**src/rtl/clock_meter_pkg.sv**
```systemverilog
// clock_period_meter shared definitions.
// State encoding and default 100 MHz / 4 Hz build constants.
package clock_meter_pkg;

   typedef enum logic {
      WAIT_EDGE = 1'b0,
      MEASURE   = 1'b1
   } meter_state_t;

   localparam int CNT_W_DEF   = 27;
   localparam int EXPECT_DEF  = 25000000;
   localparam int TOL_DEF     = 250000;
   localparam int LOCK_N_DEF  = 4;
   localparam int TIMEOUT_DEF = 50000000;

endpackage

```
**src/rtl/sync_edge_detect.sv**
```systemverilog
// Two-flop synchronizer with a history flop.
// Emits a one-cycle rise pulse for a slow asynchronous input.
module sync_edge_detect (
   input  logic clk,
   input  logic rst,
   input  logic d_in,
   output logic rise
);

   logic sync1_q, sync1_d;
   logic sync2_q, sync2_d;
   logic hist_q, hist_d;

   // shift chain: metastability stages, then history
   always_comb begin
      sync1_d = d_in;
      sync2_d = sync1_q;
      hist_d  = sync2_q;
   end

   // synchronizer registers
   always_ff @(posedge clk) begin
      if (rst) begin
         sync1_q <= 1'b0;
         sync2_q <= 1'b0;
         hist_q  <= 1'b0;
      end else begin
         sync1_q <= sync1_d;
         sync2_q <= sync2_d;
         hist_q  <= hist_d;
      end
   end

   assign rise = sync2_q & ~hist_q;

endmodule

```
**src/rtl/clock_period_meter.sv**
```systemverilog
// Measures the period of a slow asynchronous clock in clk cycles.
// Reports period, tick enable, lock and loss-of-clock.
module clock_period_meter
   import clock_meter_pkg::*;
#(
   parameter int CNT_W   = CNT_W_DEF,
   parameter int EXPECT  = EXPECT_DEF,
   parameter int TOL     = TOL_DEF,
   parameter int LOCK_N  = LOCK_N_DEF,
   parameter int TIMEOUT = TIMEOUT_DEF
) (
   input  logic             clk,
   input  logic             rst,
   input  logic             clk_in,
   output logic             tick,
   output logic [CNT_W-1:0] period,
   output logic             period_valid,
   output logic             locked,
   output logic             timeout
);

   localparam int GOOD_W = $clog2(LOCK_N + 1);
   localparam logic [CNT_W-1:0]  TMO_V  = CNT_W'(TIMEOUT);
   localparam logic [CNT_W:0]    EXP_V  = (CNT_W + 1)'(EXPECT);
   localparam logic [CNT_W:0]    TOL_V  = (CNT_W + 1)'(TOL);
   localparam logic [GOOD_W-1:0] LOCK_V = GOOD_W'(LOCK_N);

   meter_state_t      state_q, state_d;
   logic [CNT_W-1:0]  cnt_q, cnt_d;
   logic [GOOD_W-1:0] good_q, good_d;
   logic              tick_q, tick_d;
   logic [CNT_W-1:0]  period_q, period_d;
   logic              pv_q, pv_d;
   logic              locked_q, locked_d;
   logic              timeout_q, timeout_d;

   logic              rise;
   logic              at_max;
   logic [CNT_W:0]    cnt_ext;
   logic [CNT_W:0]    diff;
   logic              in_tol;

   sync_edge_detect u_sync (
      .clk  (clk),
      .rst  (rst),
      .d_in (clk_in),
      .rise (rise)
   );

   assign at_max = (cnt_q == TMO_V);

   // state and datapath registers
   always_ff @(posedge clk) begin
      if (rst) begin
         state_q   <= WAIT_EDGE;
         cnt_q     <= '0;
         good_q    <= '0;
         tick_q    <= 1'b0;
         period_q  <= '0;
         pv_q      <= 1'b0;
         locked_q  <= 1'b0;
         timeout_q <= 1'b0;
      end else begin
         state_q   <= state_d;
         cnt_q     <= cnt_d;
         good_q    <= good_d;
         tick_q    <= tick_d;
         period_q  <= period_d;
         pv_q      <= pv_d;
         locked_q  <= locked_d;
         timeout_q <= timeout_d;
      end
   end

   // next state: an edge always starts/continues a measurement
   always_comb begin
      state_d = state_q;
      if (rise) begin
         state_d = MEASURE;
      end else if (at_max) begin
         state_d = WAIT_EDGE;
      end
   end

   // counter, period capture, lock and timeout; rise beats timeout
   always_comb begin
      cnt_ext   = {1'b0, cnt_q};
      diff      = (cnt_ext >= EXP_V) ? (cnt_ext - EXP_V)
                                     : (EXP_V - cnt_ext);
      in_tol    = (diff <= TOL_V);
      cnt_d     = at_max ? cnt_q : cnt_q + CNT_W'(1);
      good_d    = good_q;
      tick_d    = 1'b0;
      period_d  = period_q;
      pv_d      = 1'b0;
      locked_d  = locked_q;
      timeout_d = timeout_q;
      if (rise) begin
         tick_d    = 1'b1;
         cnt_d     = CNT_W'(1);
         timeout_d = 1'b0;
         if (state_q == MEASURE) begin
            pv_d     = 1'b1;
            period_d = cnt_q;
            if (in_tol) begin
               if (good_q != LOCK_V) begin
                  good_d = good_q + GOOD_W'(1);
               end
               locked_d = (good_d == LOCK_V);
            end else begin
               good_d   = '0;
               locked_d = 1'b0;
            end
         end
      end else if (at_max) begin
         timeout_d = 1'b1;
         locked_d  = 1'b0;
         good_d    = '0;
      end
   end

   assign tick         = tick_q;
   assign period       = period_q;
   assign period_valid = pv_q;
   assign locked       = locked_q;
   assign timeout      = timeout_q;

endmodule

```
**config.mk**
```make
export PLATFORM = sky130hd
export DESIGN_NAME = clock_period_meter
export DESIGN_NICKNAME = d
export VERILOG_FILES = /design/src/rtl/clock_meter_pkg.sv /design/src/rtl/sync_edge_detect.sv /design/src/rtl/clock_period_meter.sv
export SDC_FILE = /design/constraint.sdc
export NUM_CORES = 1
export LEC_CHECK = 0
export ABC_AREA = 1
export CAP_MARGIN = 20
export CORE_AREA = 2 2 115 72
export CTS_BUF_LIST = sky130_fd_sc_hd__clkbuf_16
export DETAILED_ROUTE_END_ITERATION = 10
export DIE_AREA = 0 0 117 74
export PLACE_DENSITY = 0.81
export SLEW_MARGIN = 20
export SYNTH_ARGS = -nofsm -noshare
export SYNTH_HDL_FRONTEND = slang
export SYNTH_SLANG_ARGS = --single-unit
```
**constraint.sdc**
```tcl
create_clock -name clk -period 3.9 [get_ports clk]
set_input_delay 0.39 -clock clk [delete_from_list [all_inputs] [get_ports clk]]
set_output_delay 0.39 -clock clk [all_outputs]
set_load 0.005 [all_outputs]
```
# == Word-level counts from Yosys, hierarchy flattened ==
# Index checks and enable logic that the tools add are counted.
# classes
magnitude_cmp,2
n_reduce_logical,5
mux,18
n_eq_ne,5
n_addsub,4
bitwise,3
# op_table
op,n
$le A28 B18 Y1 const B,1
$mux W28,1
$sub A25 B27 Y28 const A,1
$sub A27 B25 Y28 const B,1
$add A27 B1 Y27 const B,1
$eq A27 B26 Y1 const B,1
$ge A27 B25 Y1 const B,1
$mux W3,8
$mux W1,9
$ne A2 B2 Y1 const B,2
$reduce_and A2 Y1,2
$reduce_or A2 Y1,2
$add A3 B1 Y3 const B,1
$eq A3 B3 Y1 const B,1
$ne A3 B3 Y1 const B,1
$not A1 Y1,2
$reduce_bool A2 Y1,1
$and A1 B1 Y1,1
# totals
out_inout_bits,31
input_bits,3
wordCells,49
reg_bits,65

# == Longest topological paths before layout ==
# depth
ltp_word,10
depth_mapped,20
depth_no_buf,19

# == By module ==
# A second synthesis with hierarchy kept.
# unflattened
cells_unflattened,790
area_unflattened_um2,4847.1
# by_module_without_submodules
mod,instances,seq_area_each_um2,area_each_um2,cells_each
clock_period_meter,1,1241.2,4760.8,780
sync_edge_detect,1,60.1,86.3,10

# == Worst setup path before layout ==
# No wires, ideal clock.
# synth_path
kind,reg-to-reg
from,reg cnt_q[6]
to,"reg locked_q, in the netlist locked"
stages_incl_launch_ff,18
setup_time_ps,70
arrival_ps,2307
synth_period_minus_slack_ps,2377
t_required_ps,3830
n_path_buf,2
setup_slack_ps,1523
cell_sequence,dfxtp_1 clkbuf_1 inv_1 ha_1 inv_1 nand3_1 nand2_4 nand3_4 nand3_4 buf_12 nand2_2 nand2_1 nor2_1 nor2_2 nand2_1 nor2_4 nand4_1 a21oi_1
# synth_between
elab_chain_len,6
word_cells_on_any_way,11
cone_classes,2 x add/sub; 2 x order compare; 1 x eq/ne; 4 x mux; 2 x reduce/logical
# synth_lines
item,line,source
from (decl),clock_period_meter.sv:29,"logic [CNT_W-1:0] cnt_q, cnt_d;"
from (signal assigned),clock_period_meter.sv:65,cnt_q <= cnt_d;
$sub A25 B27 Y28 (tied with other cells),clock_period_meter.sv:89,: (EXP_V - cnt_ext);
$mux W28,clock_period_meter.sv:88,diff = (cnt_ext >= EXP_V) ? (cnt_ext - EXP_V)
$le A28 B18 Y1,clock_period_meter.sv:90,in_tol = (diff <= TOL_V);
$mux W1,clock_period_meter.sv:105,if (in_tol) begin
$mux W1,clock_period_meter.sv:102,if (state_q == MEASURE) begin
$mux W1,clock_period_meter.sv:98,if (rise) begin
to (signal assigned),clock_period_meter.sv:70,locked_q <= locked_d;
to (decl),clock_period_meter.sv:34,"logic locked_q, locked_d;"
# Several ways; a longest one is shown, not always the timed one. The select of a mux whose other input is x is not followed.
# A chain may end at the register's enable or synchronous reset.

# == Worst setup path in the final report ==
# layout_path
from,reg cnt_q[6]
to,reg good_q[0]
# layout_between
elab_chain_len,6
word_cells_on_any_way,11
cone_classes,2 x add/sub; 2 x order compare; 1 x eq/ne; 4 x mux; 2 x reduce/logical
# layout_lines
item,line,source
$sub A25 B27 Y28 (tied with other cells),clock_period_meter.sv:89,
$mux W28,clock_period_meter.sv:88,
$le A28 B18 Y1,clock_period_meter.sv:90,
$mux W3,clock_period_meter.sv:105,
$mux W3,clock_period_meter.sv:102,
$mux W3,clock_period_meter.sv:98,
to (signal assigned),clock_period_meter.sv:66,good_q <= good_d;
to (decl),clock_period_meter.sv:30,"logic [GOOD_W-1:0] good_q, good_d;"
# Several ways; a longest one is shown, not always the timed one. The select of a mux whose other input is x is not followed.

==> results_dict.tcl <==
set metrics [dict create \
    io_pins 34 \
    grt_pass1_vias 4742 \
    crit_path_end_kind "flop" \
    dr.pass1.iters 5 \
    die_width_um 117 \
    critPathKind "flop to flop" \
    worst_ep_arrival_time_ps 3260 \
    fmax_ghz 0.334 \
    yosysSeqAreaShare_pct 27.8 \
    synth_top_area_cell "dfxtp_1" \
    tightestPinTransition_ps 1210 \
    worstHoldStart "u_sync.sync1_q" \
    design_area_sq_mm 0.00531 \
    synth.top_cell.area_share_pct 27.8 \
    cts_tree "yes" \
    synth_fp_nets 762 \
    finalClockSkew_ps 7.11 \
    seqPwrFrac_pct 41.3 \
    die_area_sq_mm 0.00866 \
    setup_tns_ps 0 \
    ir_drop_mv 0.286 \
    post-cts-setup-buffers 0 \
    slew_headroom_pct 19.2 \
    pwr-share-clk_pct 54.9 \
    wl_per_cell_um 17.2 \
    routabilityCongestion 1.02 \
    start_util_pct 61.0 \
    hold_path_class "flop to flop" \
    syn_inst 750 \
    hold_violations 0 \
    dp_hpwl_um 11300 \
    rsz0062_at_grt "no" \
    cts_root_buffer "clkbuf_16" \
    synth_edf_count 0 \
    power.density_mw_per_mm2 307 \
    vias 5106 \
    yosysWarnings 0 \
    dpl_cell_area_sq_mm 0.00498 \
    rows 25 \
    wl_um 15200 \
    ys_types 39 \
    synthArstFlopShare_pct 0 \
    cts_hold_buf 0 \
    grt_overflow 0 \
    outcome "finished, final reports clean" \
    drive_gt1_share_pct 11.1 \
    numCtsBuffers 9 \
    die_h_um 74 \
    p_int_mw 1.25 \
    h-tree-depth 3 \
    path_max_fanout 22 \
    clk_pin_slew_worst_paths_ps 60 \
    post_synth.cell_area_avg_sq_um 6.24 \
    p_leak_nw 2.09 \
    drcViolationCount 0 \
    fin_crit_ps 3000 \
    finalCritPeriodShare_pct 76.9 \
    clkLatencyLatePin_ps 330 \
    cts_resized 0 \
    grt_usage_pct 36.5 \
    finalMaxSlewViolations 0 \
    comb_power_share_pct 3.8 \
    finalPower_mw 1.63 \
    antenna_found_initial 0 \
    finalSetupViolations 0 \
    core_sq_mm 0.00766 \
    r2r-start "cnt_q[6]" \
    worstPathRequired_ps 4160 \
    final_util_pct 69.3 \
    drtIter0Drc 579 \
    grt_pass1_wl_um 23900 \
    cts_buffer_depth 2 \
    crit_path_start_kind "flop" \
    nets 781 \
    clock-sinks 65 \
    ys_ff_latch 65 \
    antenna_left 0 \
    antennaDiodeCount 0 \
    critPathLaunch "cnt_q[6]" \
    syn_area_sq_mm 0.00468 \
    sw_frac_of_total_pct 23.1 \
    grt_max_degree 39 \
    ys.flop_type "dfxtp_1" \
    drv_cap 0 \
    vias_per_cell 5.79 \
    power.switching_mw 0.376 \
    numPortBuffers 33 \
    syn2layout_area_growth_pct 13.5 \
    synth_area_leaders "dfxtp_1 (28%), nand2_1 (20%), a21oi_1 (6.8%)" \
]
final timing paths:
kind | end | slack [ps] | depth (start not counted)
hold reg to reg | u_sync.hist_d | 400 | 2
setup / recovery | good_q[0] | 900 | 15
setup reg to reg | good_q[0] | 900 | 15
hold / removal | u_sync.hist_d | 400 | 2
logic make-up after synthesis:
logic type,synth area share [%]
xor+xnor,3.37
compound gates,11.7
buf+inv,10.6
flops,27.8
simple gates,44.1
fa+ha+maj,2.41
synth_stat cells, types with 5 or more instances:
cell / count
a21oi_1: 64
buf_4: 8
clkbuf_1: 9
dfxtp_1: 65
ha_1: 9
inv_1: 65
inv_2: 12
inv_4: 5
nand2_1: 248
nand2_2: 14
nand3_1: 42
nand4_1: 16
nor2_1: 66
nor2_2: 13
nor2_4: 11
nor3_1: 16
o21ai_0: 22
o21ai_1: 6
xor2_1: 17
cell usage in the layout (no fill, tap or decap), drive strengths merged, types with 9 or more instances in the layout:
cell / synthesis / routed
nand2: 265 / 265
inv: 82 / 85
nor3: 19 / 19
clkbuf: 9 / 9
a21oi: 64 / 64
nand4: 16 / 16
nor2: 92 / 92
clkdlybuf4s50: 0 / 33
nand3: 45 / 45
xor2: 17 / 17
dfxtp: 65 / 65
ha: 9 / 9
o21ai: 28 / 28
per-stage QoR:
step / cells / hold slack [ps] / setup slack [ps]
6_report: 882 / 403 / 902
5_1_grt: 882 / 431 / 678
4_1_cts: 882 / 407 / 991
3_5_place_dp: 866 / 399 / 1030
3_3_place_gp: 866 / 394 / 1110
2_1_floorplan: 750 / 388 / 1520
layer usage:
metal / track usage, % / part of all wire [%]
met2: 52.9 / 41
met1: 51.5 / 45
met5: 0 / 0
met4: 10.7 / 1.4
met3: 12.9 / 13
power by group through the flow:
stage	combinational (mW)	clock (mW)	sequential (mW)
2_1_floorplan	0.0436	0	0.686
3_3_place_gp	0.0574	0	0.687
3_5_place_dp	0.0594	0	0.687
4_1_cts	0.0601	0.905	0.672
5_1_grt	0.0678	0.930	0.673
6_report	0.0625	0.895	0.673
worst max-delay path, stage by stage, from the launching register on:
cell	delay, ps
dfxtp_1	690
inv_1	260
ha_1	300
inv_1	100
nand3_1	130
nand2_4	130
nand3_4	90
inv_2	80
nor2_4	120
nand2_1	100
nand2_1	60
nor2_1	270
nand3_2	140
nor2_4	170
nand4_1	120
a21oi_1	170
cell type report:
cell class | count | area, sq um
clock inverters | 7 | 100
inverters | 82 | 320
fillers | 662 | 2350
repair buffers | 35 | 345
flip-flops and latches | 65 | 1300
clock buffers | 9 | 225
multi-input cells | 576 | 2880
well taps | 108 | 135
No activity file was read; power rests on OpenSTA's default activity.
